===== config.mk =====
export PLATFORM = sky130hd
export DESIGN_NAME = fetch_ctrl
export DESIGN_NICKNAME = d
export VERILOG_FILES = /design/src/rtl/fetch_ctrl.sv
export SDC_FILE = /design/constraint.sdc
export NUM_CORES = 1
export LEC_CHECK = 0
export CORE_AREA = 8 8 45 47
export CTS_CLUSTER_DIAMETER = 150
export DETAILED_ROUTE_END_ITERATION = 16
export DIE_AREA = 0 0 53 55
export PLACE_DENSITY_LB_ADDON = 0.08
export SLEW_MARGIN = 25
export SYNTH_ARGS = -nofsm -noshare
export SYNTH_HDL_FRONTEND = slang
export SYNTH_SLANG_ARGS = --single-unit

===== constraint.sdc =====
create_clock -name CLK -period 1.1 [get_ports CLK]
set_clock_uncertainty 0.05 [all_clocks]
set_input_delay 0.11 -clock CLK [delete_from_list [all_inputs] [get_ports CLK]]
set_output_delay 0.11 -clock CLK [all_outputs]
set_load 0.03 [all_outputs]

===== src/rtl/fetch_ctrl.sv =====
`default_nettype none
// ============================================================================
// Module   : fetch_ctrl
// Purpose  : Fetch-stage PC sequencing: redirect arbitration, pending-redirect
//            buffering while imem is busy, flush/hold requests, halt latch.
//            Optional macro FETCH_PERF_EN adds fetch/stall counters.
// Revision : 1.0 - initial release
// ============================================================================
module fetch_ctrl #(
    parameter int CNT_W = 32
) (
    input  logic             CLK,
    input  logic             nRST,
    input  logic             ihit,
    input  logic             stall,
    input  logic             br_taken,
    input  logic             jr_ex,
    input  logic             j_id,
    input  logic             halt,
    output logic             pcen,
    output logic [1:0]       PCSrc,
    output logic             iren,
    output logic             flush_ifid,
    output logic             flush_idex,
    output logic             redir_hold,
    output logic             halted
`ifdef FETCH_PERF_EN
    ,
    output logic [CNT_W-1:0] fetch_cnt,
    output logic [CNT_W-1:0] stall_cnt
`endif
);

    typedef enum logic [1:0] {
        RUN        = 2'd0,
        WAIT_REDIR = 2'd1,
        HALT       = 2'd2
    } state_t;

    state_t     r_state, w_next;
    logic [1:0] r_sel, w_sel;
    logic       r_ex, w_ex_n;
    logic       w_pcen, w_flush_ifid, w_flush_idex, w_hold;
    logic [1:0] w_src;
    logic       w_ex_redir;
    logic [1:0] w_ex_src;

    assign w_ex_redir = br_taken | jr_ex;
    assign w_ex_src   = jr_ex ? 2'd1 : 2'd3;

    always_ff @(posedge CLK or negedge nRST) begin
        if (!nRST) begin
            r_state <= RUN;
            r_sel   <= 2'd0;
            r_ex    <= 1'b0;
        end else begin
            r_state <= w_next;
            r_sel   <= w_sel;
            r_ex    <= w_ex_n;
        end
    end

    always_comb begin
        w_next       = r_state;
        w_sel        = r_sel;
        w_ex_n       = r_ex;
        w_pcen       = 1'b0;
        w_src        = 2'd0;
        w_flush_ifid = 1'b0;
        w_flush_idex = 1'b0;
        w_hold       = 1'b0;
        unique case (r_state)
            RUN: begin
                if (halt) begin
                    w_next = HALT;
                end else if (w_ex_redir) begin
                    // Execute redirect wins over stall and any decode jump
                    w_src = w_ex_src;
                    if (ihit) begin
                        w_pcen       = 1'b1;
                        w_flush_ifid = 1'b1;
                        w_flush_idex = 1'b1;
                    end else begin
                        w_sel  = w_ex_src;
                        w_ex_n = 1'b1;
                        w_hold = 1'b1;
                        w_next = WAIT_REDIR;
                    end
                end else if (j_id && !stall) begin
                    w_src = 2'd2;
                    if (ihit) begin
                        w_pcen       = 1'b1;
                        w_flush_ifid = 1'b1;
                    end else begin
                        w_sel  = 2'd2;
                        w_ex_n = 1'b0;
                        w_hold = 1'b1;
                        w_next = WAIT_REDIR;
                    end
                end else begin
                    w_pcen = ihit & ~stall;
                end
            end
            WAIT_REDIR: begin
                // Source stage is frozen, so new redirects and stall are ignored
                w_src  = r_sel;
                w_hold = 1'b1;
                if (halt) begin
                    w_next = HALT;
                end else if (ihit) begin
                    w_pcen       = 1'b1;
                    w_flush_ifid = 1'b1;
                    w_flush_idex = r_ex;
                    w_next       = RUN;
                end
            end
            HALT: begin
                w_next = HALT;
            end
            default: begin
                w_next = RUN;
            end
        endcase
    end

    // Outputs are forced quiet while reset is asserted
    assign pcen       = nRST & w_pcen;
    assign PCSrc      = nRST ? w_src : 2'd0;
    assign flush_ifid = nRST & w_flush_ifid;
    assign flush_idex = nRST & w_flush_idex;
    assign redir_hold = nRST & w_hold;
    assign iren       = nRST & (r_state != HALT);
    assign halted     = (r_state == HALT);

`ifdef FETCH_PERF_EN
    logic [CNT_W-1:0] r_fetch_cnt, r_stall_cnt;

    always_ff @(posedge CLK or negedge nRST) begin
        if (!nRST) begin
            r_fetch_cnt <= '0;
            r_stall_cnt <= '0;
        end else if (r_state != HALT) begin
            if (w_pcen && (r_fetch_cnt != {CNT_W{1'b1}}))
                r_fetch_cnt <= r_fetch_cnt + 1'b1;
            if (!w_pcen && (r_stall_cnt != {CNT_W{1'b1}}))
                r_stall_cnt <= r_stall_cnt + 1'b1;
        end
    end

    assign fetch_cnt = r_fetch_cnt;
    assign stall_cnt = r_stall_cnt;
`else
    // Counter width only matters when the performance counters are built
    generate
        if (CNT_W < 1) begin : g_cnt_w_unused
        end
    endgenerate
`endif

endmodule
`default_nettype wire

---- Word level (Yosys, flattened, before mapping) ----
Index checks and enable logic that the tools add are counted.
cells by class
  equality and inequality tests ........... 7
  muxes and demuxes ....................... 40
  bitwise operators ....................... 9
  reductions and logical operators ........ 7
operators by type and width
  cell                                           number
  two-way mux 2 bit                              15
  two-way mux 1 bit                              19
  one-hot mux 1 bit (2 select lines)             4
  AND 1 bit                                      6
  != test 2 bit, second input constant           3
  one-hot mux 2 bit (3 select lines)             1
  AND reduction 5 bit                            1
  != test 4 bit, second input constant           1
  one-hot mux 2 bit (2 select lines)             1
  AND reduction 4 bit                            1
  != test 3 bit, second input constant           1
  == test 2 x 1 -> 1 bit, second input constant  1
  == test 2 bit, second input constant           1
  logical NOT 2 bit                              1
  inverter 1 bit                                 2
  AND reduction 2 bit                            1
  nonzero test 2 bit                             1
  logical AND 1 bit                              1
  logical NOT 1 bit                              1
  OR 1 bit                                       1
storage, ports and cells
  register bits ........................... 5
  input bits .............................. 8
  output and inout bits ................... 8
  word-level logic and storage cells ...... 66

---- Logic depth before layout (Yosys ltp) ----
Gate-level depths: netlist of run 1.
  word-level depth ........................ 7
  gate-level depth with buffers ........... 4
  depth with buffers taken out ............ 3

---- Worst setup path after synthesis of run 1 ----
No wires, ideal clock.
  path kind ............................... reg2out
  start point ............................. reg r_state[1]
  end point ............................... out flush_idex
  data arrival time ....................... 1.419 ns
  path slack .............................. -0.479 ns
  stages on the path, launching flop included .. 4
  buffers on the path ..................... 0
  cell sequence ........................... dfrtp_1 > nor2_1 > nand3_1 > a211oi_1
between the ends
  longest elaborated chain between the ends .. 3
  elaborated cells on any way between the ends .. 4
  classes of those cells .................. 1 x eq/ne; 1 x mux; 1 x bitwise; 1 x reduce/logical
RTL lines
  element                                                      line  source
  start, declared                                              40    state_t r_state, w_next;
  start signal, assigned                                       57    r_state <= w_next;
  == test 2 x 1 -> 1 bit or logical NOT 2 bit (tied branches)  72    unique case (r_state)
  one-hot mux 1 bit (2 select lines) *                         72
  AND 1 bit *                                                  130   assign flush_idex = nRST & w_flush_idex;
  end, declared                                                24    output logic flush_idex,
Every way passes the cells marked *; elsewhere a longest branch is shown, timed or not.

---- Worst setup path after layout of run 1 ----
  start point ............................. reg r_state[0]
  end point ............................... out PCSrc[0]
between the ends
  longest elaborated chain between the ends .. 3
  elaborated cells on any way between the ends .. 4
  classes of those cells .................. 1 x eq/ne; 2 x mux; 1 x reduce/logical
RTL lines
  element                                                      line  source
  == test 2 x 1 -> 1 bit or logical NOT 2 bit (tied branches)  72
  one-hot mux 2 bit (2 select lines) *                         72
  two-way mux 2 bit *                                          128   assign PCSrc = nRST ? w_src : 2'd0;
  end, declared                                                21    output logic [1:0] PCSrc,
Marks and branches as above.

==> results.md, run 1 <==
* Status: complete, but fails checks
* Violated checks: negative setup slack
* Final antenna-violating net count at 0
* Fmax at 642.2 MHz
* Register area share after synthesis at 39.68%
* Via count at 443
* Worst path required time at 940 ps
* R2r startpoint: r_state[0]
* Setup TNS at -3552 ps
* Pin count of the biggest net entering global routing at 8
* Inserted Diodes at 0
* Gr usage total at 9.989%
* Drt via density at 4.763
* Top delay family on crit path: flip-flops
* CP cell instances: buf_6 -> or3_4 -> a21oi_4 -> buf_6
* Row cnt at 14
* Core area at 1384 um^2
* Clock Tree Buf Depth at 2
* CP max stage delay at 390 ps
* Crit path launch type: register
* WHS at 158.5 ps
* Syn Nets at 50
* Final Wtd Congestion at 0.7515
* Layout cells sized above 1 at 61.04%
* Initial Utilization at 22.78%
* Clock tree from TritonCTS: yes
* Warnings, synthesis at 0
* Register area at 125.1 um^2
* RSZ-0062 raised after global routing: yes
* PwrDens at 711.2 nW/um^2
* Critical path arrival at 1400 ps
* Crit end category: primary output
* Critical path type: register to primary output
* GR Overflow Total at 0
* Area growth syn-to-layout at 153.6%
* MaxCap Viol Count at 0
* Peak VDD IR at 0.6653 mV
* Clock root cell: clkbuf_4
* Initial antenna violation count at 0
* Overall power at 0.0005686 W
* Die height at 55 um
* Final worst-path setup slack at -457.2 ps
* Die area at 2915 um^2
* Critical Path Most Common Cell: buf_6
* Leak at 0.3440 nW
* Placed insts at 85
* Slew headroom at 80.32%
* First-pass GRT wire length at 2.076 mm
* I/O Buffers at 15
* Routed wire length per instance at 14.45 um
* Num ports at 16
* Non-filler cells, final at 93
* Mapped cell area at 315.3 um^2
* Critical Path Fanout Max at 4
* Drt first-iter violations at 6
* Final Critical Period at 1557 ps
* H-tree depth at 1
* DRC Markers at 0
* Syn_area_per_cell at 7.507 um^2
* Multi-input gate area at 305.3 um^2
* Filler cell count at 119
* Post-Syn Instances at 42
* Clock Latency Late Sink at 250 ps
* Final max-slew violation count at 0
* Worst Path Buf+Inv at 2
* Seq cells post-synth at 5
* Slew @ Worst Pin at 292.5 ps
* Drt total wl at 1.344 mm
* # nets final at 86
* CTS Sinks at 5
* Unique masters post-synth at 19
* Detailed Routing Iterations Pass 1 at 4
* Cts hold-fix bufs at 0
* Design area at 799.5 um^2
* Launch point of the worst path: r_state[0]
* CTS buffer count at 3
* Final Hold Viols at 0
* DP HPWL at 937.6 um
* Final Cycle Share at 141.6%
* Clk pin slew, worst setup/hold paths at 50 ps
* Placed cell area at 638.1 um^2
* # setup viols final at 11
* Number of global-route vias before repair at 463
* Die X-Extent at 53 um
* Slowest CP cell: dfrtp_1
* HP Class: input port to async pin
## cell usage in the layout, fill, tap and decap left out
cell,instances
a211oi_4,1
nand3_2,1
a21oi_4,2
dfrtp_1,5
or3_4,1
buf_6,12
clkbuf_1,1
nor2_1,2
clkdlybuf4s50_1,5
nor3_1,1
o21ai_4,1
nor3_4,1
buf_4,14
nor2_2,2
a31oi_4,1
nor2b_4,2
a21oi_2,1
nor4_4,1
o21ai_1,1
inv_2,1
or2_1,1
a21oi_1,1
mux2i_1,1
nand2_1,3
nor2b_2,1
nand2b_4,1
o21a_1,1
nor2_4,1
o21ai_0,2
dlygate4sd2_1,2
clkbuf_4,3
nor4_1,1
inv_1,3
## power breakdown
group / switching (W) / leakage [nW] / internal (W)
clock network: 0.0000827 / 0.0150 / 0.000138
logic: 0.0000668 / 0.275 / 0.0000678
registers: 0.00000838 / 0.0541 / 0.000205
total: 0.000158 / 0.344 / 0.000411
## cell usage after synthesis
library cell / number / area share [%]
nor2b_1: 3 / 6.0
buf_2: 1 / 1.6
inv_1: 4 / 4.8
a21oi_1: 4 / 6.3
mux2i_1: 1 / 3.2
or3_1: 1 / 2.0
nand3_1: 1 / 1.6
nand2_1: 3 / 3.6
clkbuf_1: 1 / 1.2
dfrtp_1: 5 / 40
a211oi_1: 1 / 2.4
or2_0: 1 / 2.0
o21ai_0: 4 / 6.3
nor4_1: 2 / 4.0
nor2_1: 5 / 6.0
o21a_1: 1 / 2.4
a31oi_1: 1 / 2.0
nor3_1: 2 / 3.2
nand2b_1: 1 / 2.0
## what timing repair did
action | 4_1_cts | 5_1_grt
setup buffers | 4 | 1
endpoints found under the setup margin | 12 | 12
gates resized for setup | 30 | 7
pin swaps | 5 | 4
## layout make-up
class | count | area share [%]
clock buffer | 4 | 3.286
inverter | 4 | 1.878
multi-input combinational | 31 | 38.18
sequential | 5 | 15.65
timing repair buffer | 33 | 38.50
tap | 16 | 2.504
## worst reg2reg max path, cell delays in order (launching register included)
cell,delay (ps)
dfrtp_1,390
buf_6,130
buf_4,170
nor4_4,190
o21a_1,210
mux2i_1,180
## through the flow
stage	worst slack, ps	utilization, %
CTS	-464.6	56.33
global placement	-749.1	46.11
global route	-512.5	57.78
finish	-457.2	57.78
floorplan	-191.3	-
detailed placement	-809.9	46.11
## logic make-up after synthesis
family / synth area share, %
and+or+nand+nor: 30.16
buffers and inverters: 7.536
muxes: 3.175
DFF: 39.68
AOI/OAI and AO/OA: 19.45
## metal layers
layer,track usage [%],part of all wire [%],vias to the layer above
li1,-,-,212
met1,9.538,38,216
met2,18.16,54,11
met3,4.813,7.2,4
met4,3.879,1.0,0
met5,0,0,-
## final timing paths
kind                         endpoint  slack (ps)  cells past startpoint
hold / removal             r_state[1]         160                      2
min in group CLK             r_sel[1]         260                      3
max in group asynchronous    r_sel[1]         710                      2
setup reg to reg             r_sel[1]        -310                      5
hold reg to reg              r_sel[1]         470                      2
setup / recovery             PCSrc[0]        -460                      4
## sequential cells by signal, summed over array words and instances (netlist names)
register  flops
r_sel         2
r_state       2
r_ex          1
Power figures use the tool's default switching activity.
==> run 2, diff against run 1 <==
--- a/config.mk
+++ b/config.mk
@@ -7,6 +7,7 @@
 export LEC_CHECK = 0
 export CORE_AREA = 8 8 45 47
 export CTS_CLUSTER_DIAMETER = 150
+export CTS_CLUSTER_SIZE = 24
 export DETAILED_ROUTE_END_ITERATION = 16
 export DIE_AREA = 0 0 53 55
 export PLACE_DENSITY_LB_ADDON = 0.08
==> results of run 2 <==
The final DEF is identical to that of run 1; final timing and power are the same.
==> patch, RTL diff (settings of run 1) <==
Put a register stage on the output `redir_hold`. The value now appears one clock later. The other outputs are not delayed to match.
--- a/src/rtl/fetch_ctrl.sv
+++ b/src/rtl/fetch_ctrl.sv
@@ -128,7 +128,9 @@
     assign PCSrc      = nRST ? w_src : 2'd0;
     assign flush_ifid = nRST & w_flush_ifid;
     assign flush_idex = nRST & w_flush_idex;
-    assign redir_hold = nRST & w_hold;
+    always_ff @(posedge CLK) begin
+        redir_hold <= nRST & w_hold;
+    end
     assign iren       = nRST & (r_state != HALT);
     assign halted     = (r_state == HALT);
 
Behaviour: not the same (a bounded check fails within 4 cycles, from zero or initial values and one cycle with nRST low).
==> patch against run 1 <==
  * The flow still finishes with violations (negative setup slack)
  * Sequential cell count rose by 1
  * Critical path type unchanged
  * Utilization shrank 0.36 points
  * Power rose by 6.0%
  * Via count shrank 5.4%
  * Setup slack got worse by 0.0089 ns
  * Area after synthesis is 6.3% higher
  * Routed wire length shrank 11%
  * Final area decreased by 0.63%
==> patch: results (changes against run 1) <==
| Metric | Value |
|---|---|
| Status | `complete, but fails checks` |
| Failing checks | `negative setup slack` |
| CTS max path bufs | `2 (unchanged)` |
| Largest cells by area after synthesis | `dfrtp_1, a21oi_1, dfxtp_1` |
| Worst EP arrival | `1.41 ns` |
| Leakage | `0.000345 uW (+0.40%)` |
| Area of placed instances | `632 um2 (-0.98%)` |
| Post-synthesis cell type count | `20 (+1)` |
| Reg2reg start | `r_state[0]$_DFFE_PN0P_` |
| Flop-to-flop setup slack | `-0.27 ns (+0.04 ns)` |
| Yosys top cell by area | `dfrtp_1` |
| Gpl congestion | `0.766 (+1.9%)` |
| Syn_nets | `51 (+2.0%)` |
| Vias in the first global route | `443 (-4.3%)` |
| Setup crit end | `PCSrc[0]` |
| Crit path max fanout | `3 (-1)` |
| First-pass GRT wire length | `1.99 mm (-4.3%)` |
| HPWL after detailed placement | `883 um (-5.9%)` |
| Via density | `4.46 (-6.4%)` |
| RR Endpoint | `r_sel[1]$_DFFE_PN0P_` |
| Final WL | `1.19 mm (-11%)` |
| Port Buf Inserts | `15 (unchanged)` |
| Post-synth top cells | `dfrtp_1, nor2_1, a21oi_1, inv_1, o21ai_0` |
| Top Registers | `r_sel: 2 flops, r_state: 2 flops` |
| Ys async rst share | `0.833 (-0.167)` |
| Fin nets | `87 (+1.2%)` |
| Clock Tree Root | `clkbuf_4` |
| Latest clock arrival within the worst-skew pair | `0.25 ns (about the same)` |
| Synth warn | `0 (unchanged)` |
| Final worst slack | `-0.466 ns (-0.00887 ns)` |
| Largest net degree at the start of global routing | `8 (unchanged)` |
| Gr ovfl total | `0 (unchanged)` |
| Crit path from | `r_state[0]$_DFFE_PN0P_` |
| Design Area, Final | `795 um2 (-0.63%)` |
| Initial antenna violation count | `0 (unchanged)` |
| Final setup vio count | `10 (-1)` |
| Peak supply drop | `0.424 mV (-36%)` |
| Total GRT Usage | `0.0938 (-0.00609)` |
| First-pass DRT Iterations | `4 (unchanged)` |
| Fill count | `137 (+15%)` |
| HP Class | `in2async` |
| Clock-pin slew on the worst setup and hold paths | `0.05 ns (about the same)` |
| Seq/Total Area, Yosys | `0.433 (+0.0360)` |
| Max transition margin | `0.859 (+0.0554)` |
| Hold Worst Slack | `0.151 ns (-0.00724 ns)` |
| Share of cells above drive strength 1 | `0.590 (-0.0206)` |
| ANT cells | `0 (unchanged)` |
[patch: changes by cell type after synthesis, sizes merged]
cell / delta
dfxtp: +1
[patch: power breakdown]
part | internal (uW) | total, uW | switching (uW)
Sequential | 241 | 249 | 8.08
Clock | 138 | 228 | 90.3
Combinational | 64.8 | 125 | 60.1
Total | 444 | 603 | 158
[patch: metrics by stage]
step / worst slack [ns] / TNS (ns) / std cells / total power [uW]
6_report: -0.466 / -3.15 / 94 / 603
5_1_grt: -0.504 / -3.68 / 94 / 640
4_1_cts: -0.466 / -3.81 / 93 / 613
3_5_place_dp: -0.792 / -4.63 / 84 / 362
3_3_place_gp: -0.775 / -4.65 / 84 / 361
2_1_floorplan: -0.191 / -0.836 / 43 / 295
[patch: cell families (layout without fill, tap and decap cells)]
group	count (synthesis)	count (layout)	share of synthesized area
DFF	6	6	0.433
muxes	1	1	0.0299
AOI/OAI and AO/OA	11	11	0.183
buffers and inverters	6	41	0.0709
and+or+nand+nor	19	19	0.284
[patch: critical path, stage by stage, from the launching register on]
cell     delay [ns]
dfrtp_1        0.38
buf_6          0.13
or3_4          0.37
a21oi_4        0.14
buf_6          0.14
[patch: area by class of cell]
type | instances | share of cell area
multi-input cells | 31 | 0.362
inverters | 4 | 0.0189
well taps | 16 | 0.0252
clock buffers | 4 | 0.0331
flip-flops and latches | 6 | 0.183
repair buffers | 33 | 0.378
[patch: metal layers]
metal  track usage  wire (um)
met1        0.0937        438
met2         0.164        661
met3        0.0535         94
met4        0.0259          0
met5             0          0
[patch: timing repair]
| item | CTS | global route |
|---|---|---|
| endpoints found under the setup margin | 11 | 11 |
| buffers inserted | 5 | 1 |
| pin swaps | 6 | 2 |
| gates resized for setup | 24 | 11 |
| hold buffers | 0 | 0 |
